[src/rtl/alu_mc_if.sv]
// Request/response bundle of the multi-cycle ALU.
// The master drives the request; the slave returns the result, flags and status.
interface alu_mc_if #(
  parameter int DATA_WIDTH = 8
);
  logic                  start;
  logic [3:0]            sel;
  logic [DATA_WIDTH-1:0] a;
  logic [DATA_WIDTH-1:0] b;
  logic [DATA_WIDTH-1:0] z;
  logic [3:0]            flag;
  logic                  busy;
  logic                  done;

  modport master (
    output start, sel, a, b,
    input  z, flag, busy, done
  );

  modport slave (
    input  start, sel, a, b,
    output z, flag, busy, done
  );
endinterface

[src/rtl/alu_mc.sv]
// Multi-cycle ALU: single-cycle logic/arithmetic ops and a serial shift-add multiply.
// flag = {V, N, Z, C}; results are registered and marked by a one-cycle done pulse.
//
// state | meaning
// IDLE  | waiting for start; operands are latched on acceptance
// EXEC  | single-cycle op; result written on the exit edge
// MUL   | shift-add multiply, one multiplier bit per cycle
module alu_mc #(
  parameter int DATA_WIDTH = 8
) (
  input  logic     clk,
  input  logic     rst_n,
  alu_mc_if.slave  bus
);
  localparam int W  = DATA_WIDTH;
  localparam int M  = W - 1;
  localparam int CW = $clog2(W) + 1;

  typedef enum logic [1:0] {IDLE, EXEC, MUL} state_t;

  state_t          state, state_nxt;
  logic [3:0]      op_sel;
  logic [W-1:0]    op_a, op_b;
  logic            op_cin;
  logic [2*W-1:0]  prod, prod_nxt;
  logic [CW-1:0]   cnt;
  logic [W-1:0]    z_q;
  logic [3:0]      flag_q;
  logic            done_q;

  logic            accept, mul_last;
  logic            busy, ld, step, wr_exec, wr_mul;

  logic [W:0]      sum, mul_add;
  logic [W-1:0]    alu_z, mul_z;
  logic            alu_c, alu_v, alu_valid;
  logic [3:0]      alu_flag, mul_flag;

  // A start seen alongside done is dropped, so a back-to-back request waits one cycle.
  assign accept   = (state == IDLE) && bus.start && !done_q;
  assign mul_last = (state == MUL) && (cnt == CW'(1));

  always_ff @(posedge clk or negedge rst_n) begin
    if (!rst_n) state <= IDLE;
    else        state <= state_nxt;
  end

  always_comb begin
    state_nxt = state;
    case (state)
      IDLE: if (accept) state_nxt = (bus.sel == 4'b1000) ? MUL : EXEC;
      EXEC: state_nxt = IDLE;
      MUL:  if (mul_last) state_nxt = IDLE;
      default: state_nxt = IDLE;
    endcase
  end

  always_comb begin
    busy    = (state != IDLE);
    ld      = accept;
    step    = (state == MUL);
    wr_exec = (state == EXEC);
    wr_mul  = mul_last;
  end

  always_comb begin
    sum       = '0;
    alu_z     = '0;
    alu_c     = 1'b0;
    alu_v     = 1'b0;
    alu_valid = 1'b1;
    case (op_sel)
      4'b0001: begin
        sum   = {1'b0, op_a} + {1'b0, op_b};
        alu_z = sum[W-1:0];
        alu_c = sum[W];
        alu_v = (op_a[M] == op_b[M]) && (alu_z[M] != op_a[M]);
      end
      4'b0010: begin
        sum   = {1'b0, op_a} + {1'b0, ~op_b} + (W+1)'(1);
        alu_z = sum[W-1:0];
        alu_c = sum[W];
        alu_v = (op_a[M] != op_b[M]) && (alu_z[M] != op_a[M]);
      end
      4'b1001: begin
        sum   = {1'b0, op_a} + {1'b0, op_b} + {{W{1'b0}}, op_cin};
        alu_z = sum[W-1:0];
        alu_c = sum[W];
        alu_v = (op_a[M] == op_b[M]) && (alu_z[M] != op_a[M]);
      end
      4'b0011: alu_z = op_a & op_b;
      4'b0100: alu_z = op_a | op_b;
      4'b0101: alu_z = op_a ^ op_b;
      4'b0110: begin
        alu_z = {op_a[W-2:0], 1'b0};
        alu_c = op_a[M];
      end
      4'b0111: begin
        alu_z = {1'b0, op_a[W-1:1]};
        alu_c = op_a[0];
      end
      default: alu_valid = 1'b0;
    endcase
    alu_flag = alu_valid ? {alu_v, alu_z[M], (alu_z == '0), alu_c} : 4'b0000;
  end

  // Upper half accumulates the partial product while the multiplier shifts out of the lower half.
  always_comb begin
    mul_add  = {1'b0, prod[2*W-1:W]} + (prod[0] ? {1'b0, op_a} : '0);
    prod_nxt = {mul_add, prod[W-1:1]};
    mul_z    = prod_nxt[W-1:0];
    mul_flag = {1'b0, mul_z[M], (mul_z == '0), |prod_nxt[2*W-1:W]};
  end

  always_ff @(posedge clk or negedge rst_n) begin
    if (!rst_n) begin
      op_sel <= '0;
      op_a   <= '0;
      op_b   <= '0;
      op_cin <= 1'b0;
      prod   <= '0;
      cnt    <= '0;
      z_q    <= '0;
      flag_q <= '0;
      done_q <= 1'b0;
    end else begin
      done_q <= 1'b0;
      if (ld) begin
        op_sel <= bus.sel;
        op_a   <= bus.a;
        op_b   <= bus.b;
        op_cin <= flag_q[0];
        prod   <= {{W{1'b0}}, bus.b};
        cnt    <= CW'(W);
      end
      if (step) begin
        prod <= prod_nxt;
        cnt  <= cnt - CW'(1);
      end
      if (wr_exec) begin
        z_q    <= alu_z;
        flag_q <= alu_flag;
        done_q <= 1'b1;
      end
      if (wr_mul) begin
        z_q    <= mul_z;
        flag_q <= mul_flag;
        done_q <= 1'b1;
      end
    end
  end

  assign bus.z    = z_q;
  assign bus.flag = flag_q;
  assign bus.busy = busy;
  assign bus.done = done_q;
endmodule

[src/flat_wrapper.sv]
// flat-port wrapper written by rule: the top's interface ports become plain ports
module alu_mc_flat 
#(
  parameter int DATA_WIDTH = 8
)
  (clk, rst_n, bus_start, bus_sel, bus_a, bus_b, bus_z, bus_flag, bus_busy, bus_done);
  alu_mc_if #(.DATA_WIDTH(DATA_WIDTH)) bus_i ();
  input  logic clk;
  input  logic rst_n;
  input wire logic [$bits(bus_i.start)-1:0] bus_start;
  input wire logic [$bits(bus_i.sel)-1:0] bus_sel;
  input wire logic [$bits(bus_i.a)-1:0] bus_a;
  input wire logic [$bits(bus_i.b)-1:0] bus_b;
  output wire logic [$bits(bus_i.z)-1:0] bus_z;
  output wire logic [$bits(bus_i.flag)-1:0] bus_flag;
  output wire logic [$bits(bus_i.busy)-1:0] bus_busy;
  output wire logic [$bits(bus_i.done)-1:0] bus_done;
  assign bus_i.start = bus_start;
  assign bus_i.sel = bus_sel;
  assign bus_i.a = bus_a;
  assign bus_i.b = bus_b;
  assign bus_z = bus_i.z;
  assign bus_flag = bus_i.flag;
  assign bus_busy = bus_i.busy;
  assign bus_done = bus_i.done;
  alu_mc #(.DATA_WIDTH(DATA_WIDTH)) u_core (.clk(clk), .rst_n(rst_n), .bus(bus_i));
endmodule
[config.mk]
export PLATFORM = sky130hd
export DESIGN_NAME = alu_mc_flat
export DESIGN_NICKNAME = d
export VERILOG_FILES = /design/src/rtl/alu_mc_if.sv /design/src/rtl/alu_mc.sv /design/src/flat_wrapper.sv
export SDC_FILE = /design/constraint.sdc
export NUM_CORES = 1
export LEC_CHECK = 0
export ABC_AREA = 1
export ABC_CLOCK_PERIOD_IN_PS = 3200
export CAP_MARGIN = 20
export CORE_ASPECT_RATIO = 0.75
export CORE_MARGIN = 3
export CORE_UTILIZATION = 25
export CTS_CLUSTER_DIAMETER = 120
export CTS_CLUSTER_SIZE = 28
export DETAILED_ROUTE_END_ITERATION = 10
export HOLD_SLACK_MARGIN = 0.02
export MAX_ROUTING_LAYER = met4
export REMOVE_ABC_BUFFERS = 1
export SYNTH_ARGS = -nofsm -noshare
export SYNTH_HDL_FRONTEND = slang
export SYNTH_SLANG_ARGS = --single-unit
export TNS_END_PERCENT = 30
[constraint.sdc]
create_clock -name clk -period 3.2 [get_ports clk]
set_clock_uncertainty 0.05 [all_clocks]
set_input_delay 0.48 -clock clk [delete_from_list [all_inputs] [get_ports clk]]
set_output_delay 0.48 -clock clk [all_outputs]
set_load 0.05 [all_outputs]
==> flow_metrics.py <==
metrics = {
    "detailed_routing": {
        "drt-initial-drc-count": 391,
        "wl_per_cell_um": 15.3,
        "route.vias.total": 4150,
        "wl_mm": 13.2,
        "ant_nets": 0,
        "drt-pass1-iter-count": 7,
        "drc_errors": 0,
        "avgViaCountPerCell": 4.79,
    },
    "timing": {
        "fin_crit_ns": 2.73,
        "finalSetupViolCount": 0,
        "tightest_slew_ns": 0.734,
        "slew-limit-headroom_pct": 51.0,
        "final_max_slew_viol_count": 0,
        "hold_viol": 0,
        "rsz0062_at_grt": "false",
        "fin_tns_setup_ns": 0,
        "period_share_pct": 85.2,
        "max_freq_ghz": 0.367,
        "timing.hold.ws_ns": 0.184,
    },
    "die": {
        "core_area_mm2": 0.0164,
        "die_area_mm2": 0.0188,
        "die_w_um": 158,
        "rows": 40,
        "io_pins": 37,
        "die_h_um": 120,
        "start_util_pct": 26.2,
    },
    "power_and_ir_drop": {
        "irDropWorstVdd_mv": 0.390,
        "power.static_leakage_nw": 2.51,
        "pwr_density_cell_mw_per_mm2": 1090,
    },
    "yosys": {
        "synth-xor-area-share_pct": 1.42,
        "syn_area_per_cell_um2": 6.96,
        "synth_edf_count": 0,
        "yosysTopAreaCell": "dfrtp_1",
        "ys_top_cells_by_area": "dfrtp_1 (32%), nand2_1 (15%), ha_1 (10%), inv_1 (7.0%), nand3_1 (5.7%)",
        "synth-simple-area-share_pct": 31.7,
        "netlist_instances": 618,
        "yosysUniqueCellTypes": 37,
        "synth_ff_type": "dfrtp_1",
        "synth-seq-area-share_pct": 32.0,
        "synthAdderAreaFrac_pct": 11.9,
        "synth-compound-area-share_pct": 13.1,
        "synth_seq_cells": 55,
        "ys_async_sr_fraction_pct": 100,
        "synth_top_area_share_pct": 32.0,
        "synthMuxAreaShare_pct": 0,
        "syn_area_mm2": 0.00430,
        "synth_warnings": 0,
        "synth_top_family_by_area": "simple AND/OR/NAND/NOR gates",
    },
    "clock_tree": {
        "cts_setup_buffers": 0,
        "cts_buffer_depth": 2,
        "post_cts_resized": 0,
        "cts_tree": "done",
        "numCtsBuffers": 5,
        "clk_pin_slew_ns": 0.07,
        "root_buffer": "clkbuf_16",
        "cts-hold-fix-buffers": 0,
        "clock-sinks": 55,
        "clkLatencyLatePin_ns": 0.30,
        "htreeDepth": 2,
    },
    "critical_path": {
        "r2r_cells": 16,
        "critPathLaunchType": "flop",
        "critical_path_required_ns": 3.37,
        "cp-end-kind": "flop",
        "rrSetupSlack_ns": 0.47,
        "critPathKind": "flop to flop",
        "arrival_ns": 2.90,
        "crit_fanout": 3,
        "r2r-start": "u_core.op_a[0]",
        "reg2reg_to": "u_core.bus.flag[1]",
    },
    "grt": {
        "grt_util_all_layers_pct": 14.6,
        "grt_pass1_vias": 3873,
        "antenna_found_initial": 0,
        "grt_max_degree": 32,
        "overflow": 0,
        "grt_pass1_wl_mm": 21.2,
    },
    "placed_design": {
        "placed_cells": 858,
        "gp_congestion": 0.968,
        "place_hpwl_mm": 10.8,
        "place_area_mm2": 0.00490,
        "io_buffers": 36,
    },
    "flow_run": {
        "maxCapViolCount": 0,
    },
    "cells_and_area": {
        "final_common_cell": "nand2_1",
        "area_growth_pct": 17.3,
        "n_antenna_cell": 0,
        "fin_area_mm2": 0.00505,
        "final_cell_mix": "nand2_1 (171), inv_1 (80), dfrtp_1 (55)",
        "stdcell_count": 866,
        "fin_nets": 717,
        "final_layout_size_suffix_gt1_share_pct": 8.69,
        "final_util_pct": 30.8,
    },
    "hold_path": {
        "hold_class": "input port to asynchronous set/reset pin",
    },
    "status": {
        "outcome": "finished clean",
    },
}
==> sequential cells by signal (all words and copies together) (netlist names) <==
register and cells:
u_core.bus.flag 3, u_core.prod 16, u_core.op_sel 4, u_core.op_a 8, u_core.state 2, u_core.op_b 8
u_core.cnt 4, u_core.bus.z 8, u_core.bus.done 1, u_core.op_cin 1
==> critical path: stages (launching register included) <==
cell and delay (ns):
dfrtp_1 0.41, ha_1 0.26, inv_1 0.10, fa_1 0.48
inv_1 0.06, ha_1 0.28, nand2_1 0.06, nand2_1 0.04
inv_1 0.04, nand2_1 0.05, nor2_1 0.16, nand2_1 0.08
nor2_1 0.12, nand3_1 0.11, nor2_1 0.12, nand3_1 0.09
a21oi_1 0.14
==> metrics by stage <==
step	setup WS [ns]	total power [mW]
after floorplan	0.410	3.81
after global placement	0.464	4.88
after detailed placement	0.516	4.86
after CTS	0.481	5.45
after global routing	0.183	6.01
final	0.473	5.50
==> cell families after synthesis <==
logic type / count (synthesis)
buffers and inverters: 107
XOR/XNOR: 7
AND/OR/NAND/NOR: 312
AO/OA/AOI/OAI: 98
flip-flops: 55
adder cells (fa/ha/maj): 39
==> layer usage <==
layer | up-vias | wire (um) | track usage (%) | part of all wire (%)
met5 | - | 0 | - | 0
met4 | 0 | 31 | 1.30 | 0.23
met3 | 6 | 928 | 2.63 | 7.0
met2 | 152 | 4890 | 18.4 | 37
met1 | 1929 | 7360 | 24.2 | 56
li1 | 2063 | - | - | -
==> synthesized netlist by cell type, types with 5 or more instances <==
master	number
o211ai_1	9
ha_1	36
clkbuf_1	7
nor2_2	8
o22ai_1	10
a21oi_1	22
nand4_1	5
nand2_1	171
dfrtp_1	55
nand2_2	12
nor2_1	51
inv_2	15
inv_1	80
nand3_1	49
o21ai_0	42
==> cell type report <==
type / count / area (um2)
fillers: 1816 / 11400
repair buffers: 42 / 400
clock inverters: 1 / 8.76
multi-input cells: 456 / 2500
well taps: 210 / 263
flip-flops and latches: 55 / 1380
clock buffers: 7 / 143
inverters: 95 / 357
==> power by group <==
part           total [mW]  leakage, nW  switching, mW  internal, mW
clock network       0.572       0.0741          0.258         0.314
registers            1.28        0.699          0.306         0.978
logic                3.64         1.74           2.48          1.16
total                5.50         2.51           3.04          2.45
==> worst max path at each step <==
stage	startpoint	end	slack (ns)	depth (start not counted)
detailed placement	u_core.op_a[0]	u_core.bus.flag[1]	0.52	16
global placement	u_core.op_a[0]	u_core.bus.flag[1]	0.46	16
floorplan	u_core.state[1]	u_core.prod[3]	0.41	6
finish	u_core.op_a[0]	u_core.bus.flag[1]	0.47	16
global route	u_core.op_a[0]	u_core.bus.flag[1]	0.18	16
CTS	u_core.op_a[0]	u_core.bus.flag[1]	0.48	16
(Power assumes the default switching activity.)
